===== src/rtl/exec_pkg.sv =====
`default_nettype none
// exec_pkg: opcode encodings, control-signal bit positions and FSM state type
// shared by the execute stage and its iterative multiply/divide unit.
package exec_pkg;

  localparam logic [5:0] OP_ADD  = 6'd0;
  localparam logic [5:0] OP_SUB  = 6'd1;
  localparam logic [5:0] OP_AND  = 6'd2;
  localparam logic [5:0] OP_OR   = 6'd3;
  localparam logic [5:0] OP_XOR  = 6'd4;
  localparam logic [5:0] OP_SLT  = 6'd5;
  localparam logic [5:0] OP_SLTU = 6'd6;
  localparam logic [5:0] OP_SLL  = 6'd7;
  localparam logic [5:0] OP_SRL  = 6'd8;
  localparam logic [5:0] OP_SRA  = 6'd9;
  localparam logic [5:0] OP_MUL  = 6'd10;
  localparam logic [5:0] OP_DIVU = 6'd11;
  localparam logic [5:0] OP_REMU = 6'd12;

  localparam int SIG_ALUSRC   = 7;
  localparam int SIG_MEMTOREG = 6;
  localparam int SIG_REGWRITE = 5;
  localparam int SIG_MEMREAD  = 4;
  localparam int SIG_MEMWRITE = 3;
  localparam int SIG_BRANCH   = 2;
  localparam int SIG_EQ       = 1;
  localparam int SIG_GOTO     = 0;

  typedef enum logic [0:0] {
    ST_IDLE = 1'b0,
    ST_ITER = 1'b1
  } state_t;

  function automatic logic is_muldiv(input logic [5:0] op);
    return (op == OP_MUL) || (op == OP_DIVU) || (op == OP_REMU);
  endfunction

endpackage
`default_nettype wire


===== src/rtl/muldiv_iter.sv =====
`default_nettype none
// muldiv_iter: one-bit-per-cycle shift-add multiplier and restoring divider.
// done_o pulses in the cycle of the final step; result_o already includes that step.
module muldiv_iter
  import exec_pkg::*;
#(
  parameter int XLEN = 32
) (
  input  logic            clk_i,
  input  logic            rst_i,
  input  logic            flush_i,
  input  logic            start_i,
  input  logic [5:0]      op_i,
  input  logic [XLEN-1:0] a_i,
  input  logic [XLEN-1:0] b_i,
  output logic            done_o,
  output logic [XLEN-1:0] result_o
);

  localparam int CW = $clog2(XLEN + 1);

  logic [CW-1:0]   cnt_q;
  logic            div_q, sel_rem_q;
  logic [XLEN-1:0] x_q, y_q, acc_q;
  logic [XLEN-1:0] x_d, y_d, acc_d;
  logic [XLEN:0]   rem_sh, diff;

  // MUL: acc += x when y[0]; x<<1, y>>1. DIV: x holds dividend/quotient, acc the remainder.
  always_comb begin
    rem_sh = {acc_q, x_q[XLEN-1]};
    diff   = rem_sh - {1'b0, y_q};
    x_d    = x_q;
    y_d    = y_q;
    acc_d  = acc_q;
    if (div_q) begin
      if (!diff[XLEN]) begin
        acc_d = diff[XLEN-1:0];
        x_d   = {x_q[XLEN-2:0], 1'b1};
      end else begin
        acc_d = rem_sh[XLEN-1:0];
        x_d   = {x_q[XLEN-2:0], 1'b0};
      end
    end else begin
      acc_d = acc_q + (y_q[0] ? x_q : '0);
      x_d   = x_q << 1;
      y_d   = y_q >> 1;
    end
  end

  assign done_o   = (cnt_q == CW'(1));
  assign result_o = (div_q && !sel_rem_q) ? x_d : acc_d;

  always_ff @(posedge clk_i) begin
    if (rst_i || flush_i) begin
      cnt_q     <= '0;
      div_q     <= 1'b0;
      sel_rem_q <= 1'b0;
      x_q       <= '0;
      y_q       <= '0;
      acc_q     <= '0;
    end else if (start_i) begin
      cnt_q     <= CW'(XLEN);
      div_q     <= (op_i != OP_MUL);
      sel_rem_q <= (op_i == OP_REMU);
      x_q       <= a_i;
      y_q       <= b_i;
      acc_q     <= '0;
    end else if (cnt_q != '0) begin
      cnt_q <= cnt_q - CW'(1);
      x_q   <= x_d;
      y_q   <= y_d;
      acc_q <= acc_d;
    end
  end

endmodule
`default_nettype wire


===== src/rtl/execute_stage_mc.sv =====
`default_nettype none
// execute_stage_mc: registered valid/ready execute stage with single-cycle ALU,
// branch/goto resolution and a stalling iterative MUL/DIVU/REMU path.
module execute_stage_mc
  import exec_pkg::*;
#(
  parameter int XLEN      = 32,
  parameter int PC_STEP   = 4,
  parameter bit MULDIV_EN = 1'b1
) (
  input  logic            clock,
  input  logic            reset,
  input  logic            in_valid,
  output logic            in_ready,
  input  logic [XLEN-1:0] in_pc,
  input  logic [XLEN-1:0] in_goto,
  input  logic [XLEN-1:0] in_a,
  input  logic [XLEN-1:0] in_b,
  input  logic [XLEN-1:0] in_offset,
  input  logic [4:0]      in_dest,
  input  logic [5:0]      in_op,
  input  logic [7:0]      in_signals,
  input  logic            flush,
  output logic            out_valid,
  input  logic            out_ready,
  output logic [XLEN-1:0] out_result,
  output logic [4:0]      out_dest,
  output logic [7:0]      out_signals,
  output logic            out_jump,
  output logic [XLEN-1:0] out_jump_addr,
  output logic            busy
);

  localparam int              SHW  = $clog2(XLEN);
  localparam logic [XLEN-1:0] STEP = XLEN'(PC_STEP);

  state_t          state_q, state_d;
  logic            valid_q, valid_d, jump_q;
  logic [XLEN-1:0] result_q, jaddr_q;
  logic [4:0]      dest_q, pend_dest_q;
  logic [7:0]      sig_q, pend_sig_q;

  logic [XLEN-1:0] opb, alu_res, md_result, jaddr;
  logic [SHW-1:0]  shamt;
  logic            is_md, iter_op, accept, load_alu, start_md, md_done, md_load, jump;

  assign opb      = in_signals[SIG_ALUSRC] ? in_offset : in_b;
  assign shamt    = opb[SHW-1:0];
  assign is_md    = is_muldiv(in_op);
  assign iter_op  = is_md && MULDIV_EN;
  assign in_ready = (state_q == ST_IDLE) && (!valid_q || out_ready);
  assign accept   = in_valid && in_ready && !flush;
  assign start_md = accept && iter_op;
  assign load_alu = accept && !iter_op;
  assign md_load  = md_done && (state_q == ST_ITER) && !flush;

  // Muldiv opcodes fall to the default arm: result 0 when no iterative unit exists.
  always_comb begin
    alu_res = '0;
    case (in_op)
      OP_ADD:  alu_res = in_a + opb;
      OP_SUB:  alu_res = in_a - opb;
      OP_AND:  alu_res = in_a & opb;
      OP_OR:   alu_res = in_a | opb;
      OP_XOR:  alu_res = in_a ^ opb;
      OP_SLT:  alu_res = {{(XLEN-1){1'b0}}, $signed(in_a) < $signed(opb)};
      OP_SLTU: alu_res = {{(XLEN-1){1'b0}}, in_a < opb};
      OP_SLL:  alu_res = in_a << shamt;
      OP_SRL:  alu_res = in_a >> shamt;
      OP_SRA:  alu_res = $unsigned($signed(in_a) >>> shamt);
      default: alu_res = '0;
    endcase
  end

  assign jump  = !is_md && (in_signals[SIG_GOTO] ||
                 (in_signals[SIG_BRANCH] &&
                  (in_signals[SIG_EQ] ? (alu_res == '0) : (alu_res != '0))));
  assign jaddr = in_signals[SIG_GOTO] ? in_goto : (in_pc + STEP + STEP * in_offset);

  always_comb begin
    state_d = state_q;
    case (state_q)
      ST_IDLE: if (start_md) state_d = ST_ITER;
      ST_ITER: if (flush || md_done) state_d = ST_IDLE;
      default: state_d = ST_IDLE;
    endcase
    valid_d = valid_q && !out_ready;
    if (load_alu || md_load) valid_d = 1'b1;
    if (flush) valid_d = 1'b0;
  end

  generate
    if (MULDIV_EN) begin : g_muldiv
      muldiv_iter #(.XLEN(XLEN)) u_muldiv (
        .clk_i    (clock),
        .rst_i    (reset),
        .flush_i  (flush),
        .start_i  (start_md),
        .op_i     (in_op),
        .a_i      (in_a),
        .b_i      (opb),
        .done_o   (md_done),
        .result_o (md_result)
      );
    end else begin : g_no_muldiv
      assign md_done   = 1'b0;
      assign md_result = '0;
    end
  endgenerate

  always_ff @(posedge clock) begin
    if (reset) begin
      state_q     <= ST_IDLE;
      valid_q     <= 1'b0;
      result_q    <= '0;
      dest_q      <= '0;
      sig_q       <= '0;
      jump_q      <= 1'b0;
      jaddr_q     <= '0;
      pend_dest_q <= '0;
      pend_sig_q  <= '0;
    end else begin
      state_q <= state_d;
      valid_q <= valid_d;
      if (load_alu) begin
        result_q <= alu_res;
        dest_q   <= in_dest;
        sig_q    <= in_signals;
        jump_q   <= jump;
        jaddr_q  <= jaddr;
      end else if (md_load) begin
        result_q <= md_result;
        dest_q   <= pend_dest_q;
        sig_q    <= pend_sig_q;
        jump_q   <= 1'b0;
        jaddr_q  <= '0;
      end
      if (start_md) begin
        pend_dest_q <= in_dest;
        pend_sig_q  <= in_signals;
      end
    end
  end

  assign out_valid     = valid_q;
  assign out_result    = result_q;
  assign out_dest      = dest_q;
  assign out_signals   = sig_q;
  assign out_jump      = jump_q;
  assign out_jump_addr = jaddr_q;
  assign busy          = (state_q == ST_ITER);

endmodule
`default_nettype wire


===== config.mk =====
export PLATFORM = sky130hd
export DESIGN_NAME = execute_stage_mc
export DESIGN_NICKNAME = d
export VERILOG_FILES = /design/src/rtl/exec_pkg.sv /design/src/rtl/muldiv_iter.sv /design/src/rtl/execute_stage_mc.sv
export SDC_FILE = /design/constraint.sdc
export NUM_CORES = 1
export LEC_CHECK = 0
export ABC_AREA = 1
export CORE_MARGIN = 2
export CORE_UTILIZATION = 60
export CTS_CLUSTER_DIAMETER = 80
export DETAILED_ROUTE_END_ITERATION = 8
export PLACE_DENSITY = 0.95
export SETUP_SLACK_MARGIN = 0.1
export SYNTH_ARGS = -nofsm -noshare
export SYNTH_HDL_FRONTEND = slang
export SYNTH_HIERARCHICAL = 1
export SYNTH_SLANG_ARGS = --single-unit

===== constraint.sdc =====
create_clock -name clock -period 4.45 [get_ports clock]
set_input_delay 1.1125 -clock clock [delete_from_list [all_inputs] [get_ports clock]]
set_output_delay 1.1125 -clock clock [all_outputs]
set_load 0.01 [all_outputs]

==> impl_results.md, run 1 <==
- Status: stopped before the end
- Stop stage: 5_1_grt
- Error: [ERROR GRT-0116] Global routing finished with congestion. Check the congestion regions in the DRC Viewer.
- Post-Syn Nets: approximately 5300
- Root buffer cell: clkbuf_16
- Die Width: ~220 um
- Post-CTS Hold Buffers: 0
- Largest net degree at the start of global routing: 70
- Gpl congestion: around 1.3
- Vias in the first global route: 40800
- DP HPWL: between 90000 and 100000 um
- IO buf count: 264
- Gate count of the mapped netlist: 4930
- Seq/Total Area, Yosys: 14.7%
- Post-synth EDFFs: 0
- Flops & latches, synth: roughly 200
- I/O pins: around 270
- Ys async rst share: 0%
- Placed cell count: about 6000
- Vert. Die Dim: 216 um
- Total grt overflow: 136
- Area after DPL: 32700 um2
- Netlist Area Pre-Place: roughly 27000 um2
- Synth warn: 6
- CTS HTree Levels: 4
- Top FF cell, synth: dfxtp_1
- Starting Density: about 61%
- Total CTS buffers: 17
- First-pass GRT wire length: between 200000 and 250000 um
- Clock Path Buffers: 2
- Tot GR Track Use: 62.2%
- Synthesized area per cell: between 5 and 6 um2
- CTS sink cnt: 197
- # rows: between 70 and 80
- Synth cell types: between 50 and 60
-- synthesized netlist by cell type (all sizes together), types with 41 or more instances --
cell	number	share of area, %
nor2	411	5.9
clkbuf	96	1.3
buf	105	2.5
nor3	41	0.80
nand4	45	1.0
or2	45	1.0
inv	648	9.1
a21oi	260	4.8
a31oi	93	2.2
ha	223	10
nand2	1675	24
nand3	685	13
dfxtp	197	15
o21ai	217	4.1
-- logic make-up after synthesis --
kind of cell    share of synthesized area, %
simple gates                            46.3
buf+inv                                 13.0
compound gates                          14.0
fa+ha+maj                               10.7
flops                                   14.7
xor+xnor                                1.33
-- layer usage --
metal	GRT overflow	global-route usage, %
met1	0	62.8
met2	77	80.4
met3	1	43.4
met4	58	63.6
met5	0	13.1
-- metrics by stage --
| step | worst slack, ns | setup TNS (ns) |
|---|---|---|
| 4_1_cts | 0.100 | 0 |
| 3_5_place_dp | -1.13 | -16.49 |
| 3_3_place_gp | -1.04 | -12.78 |
| 2_1_floorplan | 0.372 | 0 |
-- what timing repair did --
item                       in CTS
setup endpoints to repair      25
cloned                          0
resized for setup             104
pin swaps                      10
buffers inserted                5
==> run 2, diff against run 1 <==
--- a/config.mk
+++ b/config.mk
@@ -7,11 +7,9 @@
 export LEC_CHECK = 0
 export ABC_AREA = 1
 export CORE_MARGIN = 2
-export CORE_UTILIZATION = 60
-export CTS_CLUSTER_DIAMETER = 80
+export CORE_UTILIZATION = 40
 export DETAILED_ROUTE_END_ITERATION = 8
-export PLACE_DENSITY = 0.95
-export SETUP_SLACK_MARGIN = 0.1
+export PLACE_DENSITY_LB_ADDON = 0.15
 export SYNTH_ARGS = -nofsm -noshare
 export SYNTH_HDL_FRONTEND = slang
 export SYNTH_HIERARCHICAL = 1
==> run 2 against run 1 <==
Net effect:
- the flow now finishes without violations
- area after synthesis unchanged
- synthesized cell count stayed put
==> impl_results.md, run 2 <==
- Synth Area in Compound Gates: 14.0%
- Count leader, synth: nand2_1
- Routed vias/inst: roughly 5.5
- Clk network pwr share: between 10 and 15%
- Clock Path Buffers: 2
- Largest family of logic cells by synthesized area: simple AND/OR/NAND/NOR gates
- Hold crit path type: reg -> reg
- Total wire length: about 140000 um
- Total grt overflow: 0
- I/O pins: approximately 270
- Max-Cap Viols: 0
- Top post-synthesis cells by area: nand2_1 (23%), dfxtp_1 (15%), nand3_1 (13%)
- Post-CTS Hold Buffers: 0
- Internal power: 0.00540 W
- Nets: between 5000 and 6000
- P_leak: ~18 nW
- Synth area leader: nand2_1
- Final Setup Violations: 0
- Root buffer cell: clkbuf_16
- Sw frac: between 50% and 60%
- Worst-path maximum fanout: 28
- Flops & latches, synth: slightly below 200
- Synth top cells by count: nand2_1 (1635), nand3_1 (684), inv_1 (636), nor2_1 (401), a21oi_1 (260)
- Synth cell types: between 50 and 60
- Final hold slack: roughly 0.47 ns
- Highest-count cells in the layout ignoring fill and taps: nand2_1 (1626), nand3_1 (678), inv_1 (634)
- Nature of the critical path endpoint: flop
- Pre-CTS setup slack: -0.660 ns
- CTS tree: yes
- Crit path cell chain: clkdlybuf4s50_1, buf_4, buf_12, o21ai_0, buf_4, ha_2, nand2_1, nor2_1, inv_1, nor3_1, nand2_1, nand2_2, nand2_1, nand3_1, nand3_1, a21oi_1, nand2_1, nor2_1, nand2_1, nor2_2, nand2_1, nand2_1, nand3_1, a21oi_1
- Critical path's largest stage delay: around 0.48 ns
- Initial antenna violation count: 9
- Share of cells above drive strength 1: between 10% and 20%
- Latest clock arrival within the worst-skew pair: between 0.5 and 0.6 ns
- Synth warn: 6
- Die ar.: ~70000 um2
- Share of the cycle needed by the critical path after routing: 99.1%
- Ys async rst share: 0%
- Vert. Die Dim: between 200 and 300 um
- Maximum VDD drop: around 0.43 mV
- Final hold vios: 0
- DR WL/cell: 21.8 um
- 1st-pass router iterations: 9
- First-pass GRT wire length: ~210000 um
- Post-Synth Simple-Gate Area: a little under half
- Worst slew pin tran: 0.994 ns
- Sequential share of power: 17.6%
- Core Area: 66900 um2
- Area grow syn2layout: 29.6%
- Reg2reg start: g_muldiv.u_muldiv/x_q[31]
- Vias in the first global route: between 30000 and 40000
- CP startpoint kind: input port
- Largest net degree at the start of global routing: about 70
- Gate count of the mapped netlist: between 4000 and 5000
- DP HPWL: ~120000 um
- Critical Setup Path Class: in -> reg
- CTS HTree Levels: 4
- Comb pwr share: 67.6%
- Commonest non-fill, non-tap cell in the layout: nand2_1
- CP dominant cell by count: nand2_1
- Slowest CP cell: clkdlybuf4s50_1
- Seq/Total Area, Yosys: 14.7%
- Smallest setup slack after layout: between 0.04 and 0.05 ns
- IO buf count: roughly 260
- Final standard cell utilization of the core: between 50% and 60%
- Status: completed
- Hold Crit Start: out_jump_addr[3]
- Min Clock Period, post-route: approximately 4.4 ns
- Drt initial violations: between 3000 and 4000
- Starting Density: between 40% and 50%
- Arr. time, crit path: ~4.8 ns
- CTS sink cnt: between 150 and 200
- Clk slew on worst S/H paths: 0.08 ns
- DR vias: roughly 35000
- Post-synth EDFFs: 0
- Pwr dens: around 340 nW/um2
- Req. time, crit path: slightly below 5 ns
- Synth top area share: a little under a quarter
- # rows: 95
- Tot GR Track Use: about two fifths
- Critical path buffer and inverter count: 5
- Drt drc: 0
- Synthesized area per cell: around 5.5 um2
- Post-route ant nets: 0
- Critical path origin: in_signals[7]
- Total CTS buffers: 17
- XOR/XNOR Fraction of Synth Area: between 1 and 1.5%
- Fin Clk Skew: around 0.024 ns
- Netlist Area Pre-Place: around 27000 um2
- Die Width: between 200 and 300 um
- Mux contribution to synthesized area: 0%
- Max Transition Viols Final: 0
- Cell family with most CP delay: simple AND/OR/NAND/NOR gates
- Reported net switching power: 0.00637 W
- Top FF cell, synth: dfxtp_1
- Post-Syn Nets: 5342
- Post-Synth Adder-Cell Area: between 10% and 20%
- RSZ-0062 raised after global routing: true
- Max frequency: around 230 MHz
- Gpl congestion: around 1.1
- Slew HR: around a third
[run 2: cell counts after synthesis]
Identical to the previous run, type by type.
[run 2: layout make-up]
cell class / count / area [um2]
inverters: 653 / 2460
diodes: 5 / 12.5
multi-input cells: 3879 / 19800
clock buffers: 17 / 425
repair buffers: 804 / 6900
clock inverters: 15 / 219
flip-flops and latches: 197 / 3940
well taps: 873 / 1090
fillers: 7326 / 32000
[run 2: logic make-up (layout without fill, tap and decap cells)]
| family | count (synthesis) | after routing |
|---|---|---|
| compound gates | 675 | 675 |
| simple gates | 2935 | 2935 |
| flops | 197 | 197 |
| xor+xnor | 41 | 41 |
| buf+inv | 854 | 1489 |
| fa+ha+maj | 228 | 228 |
| other cells | 0 | 5 |
[run 2: per-stage QoR]
| step | std cells | cell area (um2) | power (W) | TNS [ns] |
|---|---|---|---|---|
| CTS | 6433 | 34500 | 0.0116 | 0 |
| detailed placement | 6401 | 33900 | 0.00983 | -5.49 |
| floorplan | 4930 | 26900 | 0.00728 | 0 |
| global route | 6443 | 34900 | 0.0127 | -0.201 |
| global placement | 6401 | 33900 | 0.00976 | -4.42 |
| finish | 6443 | 34900 | 0.0118 | 0 |
[run 2: path summary, 6_finish.rpt]
kind / endpoint / slack (ns) / cells after the start
hold / removal: out_jump_addr[3] / 0.47 / 2
hold reg to reg: out_jump_addr[3] / 0.47 / 2
setup / recovery: out_jump / 0.04 / 24
setup reg to reg: out_result[18] / 0.45 / 23
[run 2: tightest hold or removal path: stages (launching register included)]
cell     delay (ns)
dfxtp_1        0.32
nand2_1        0.06
a21oi_1        0.05
[run 2: timing repair]
item,4_1_cts,5_1_grt
setup endpoints to repair,2,8
gates resized for setup,5,94
hold endpoints to repair,0,0
pin swaps,0,11
setup buffers,0,5
cloned,0,0
[run 2: routing by layer]
layer / vias up / wire length [um] / global-route usage [%]
met4: 4 / 11400 / 27.4
met3: 384 / 10700 / 6.08
met1: 16200 / 56800 / 49.0
met2: 1614 / 61300 / 62.4
li1: 17200 / - / -
met5: - / 33 / 0
[run 2: power by group through the flow]
stage	clock network [W]	logic, W	registers (W)
finish	0.00174	0.00796	0.00207
CTS	0.00176	0.00776	0.00206
floorplan	0	0.00521	0.00207
global route	0.00182	0.00876	0.00208
global placement	0	0.00766	0.00210
detailed placement	0	0.00772	0.00210
No activity file was read; power rests on OpenSTA's default activity.
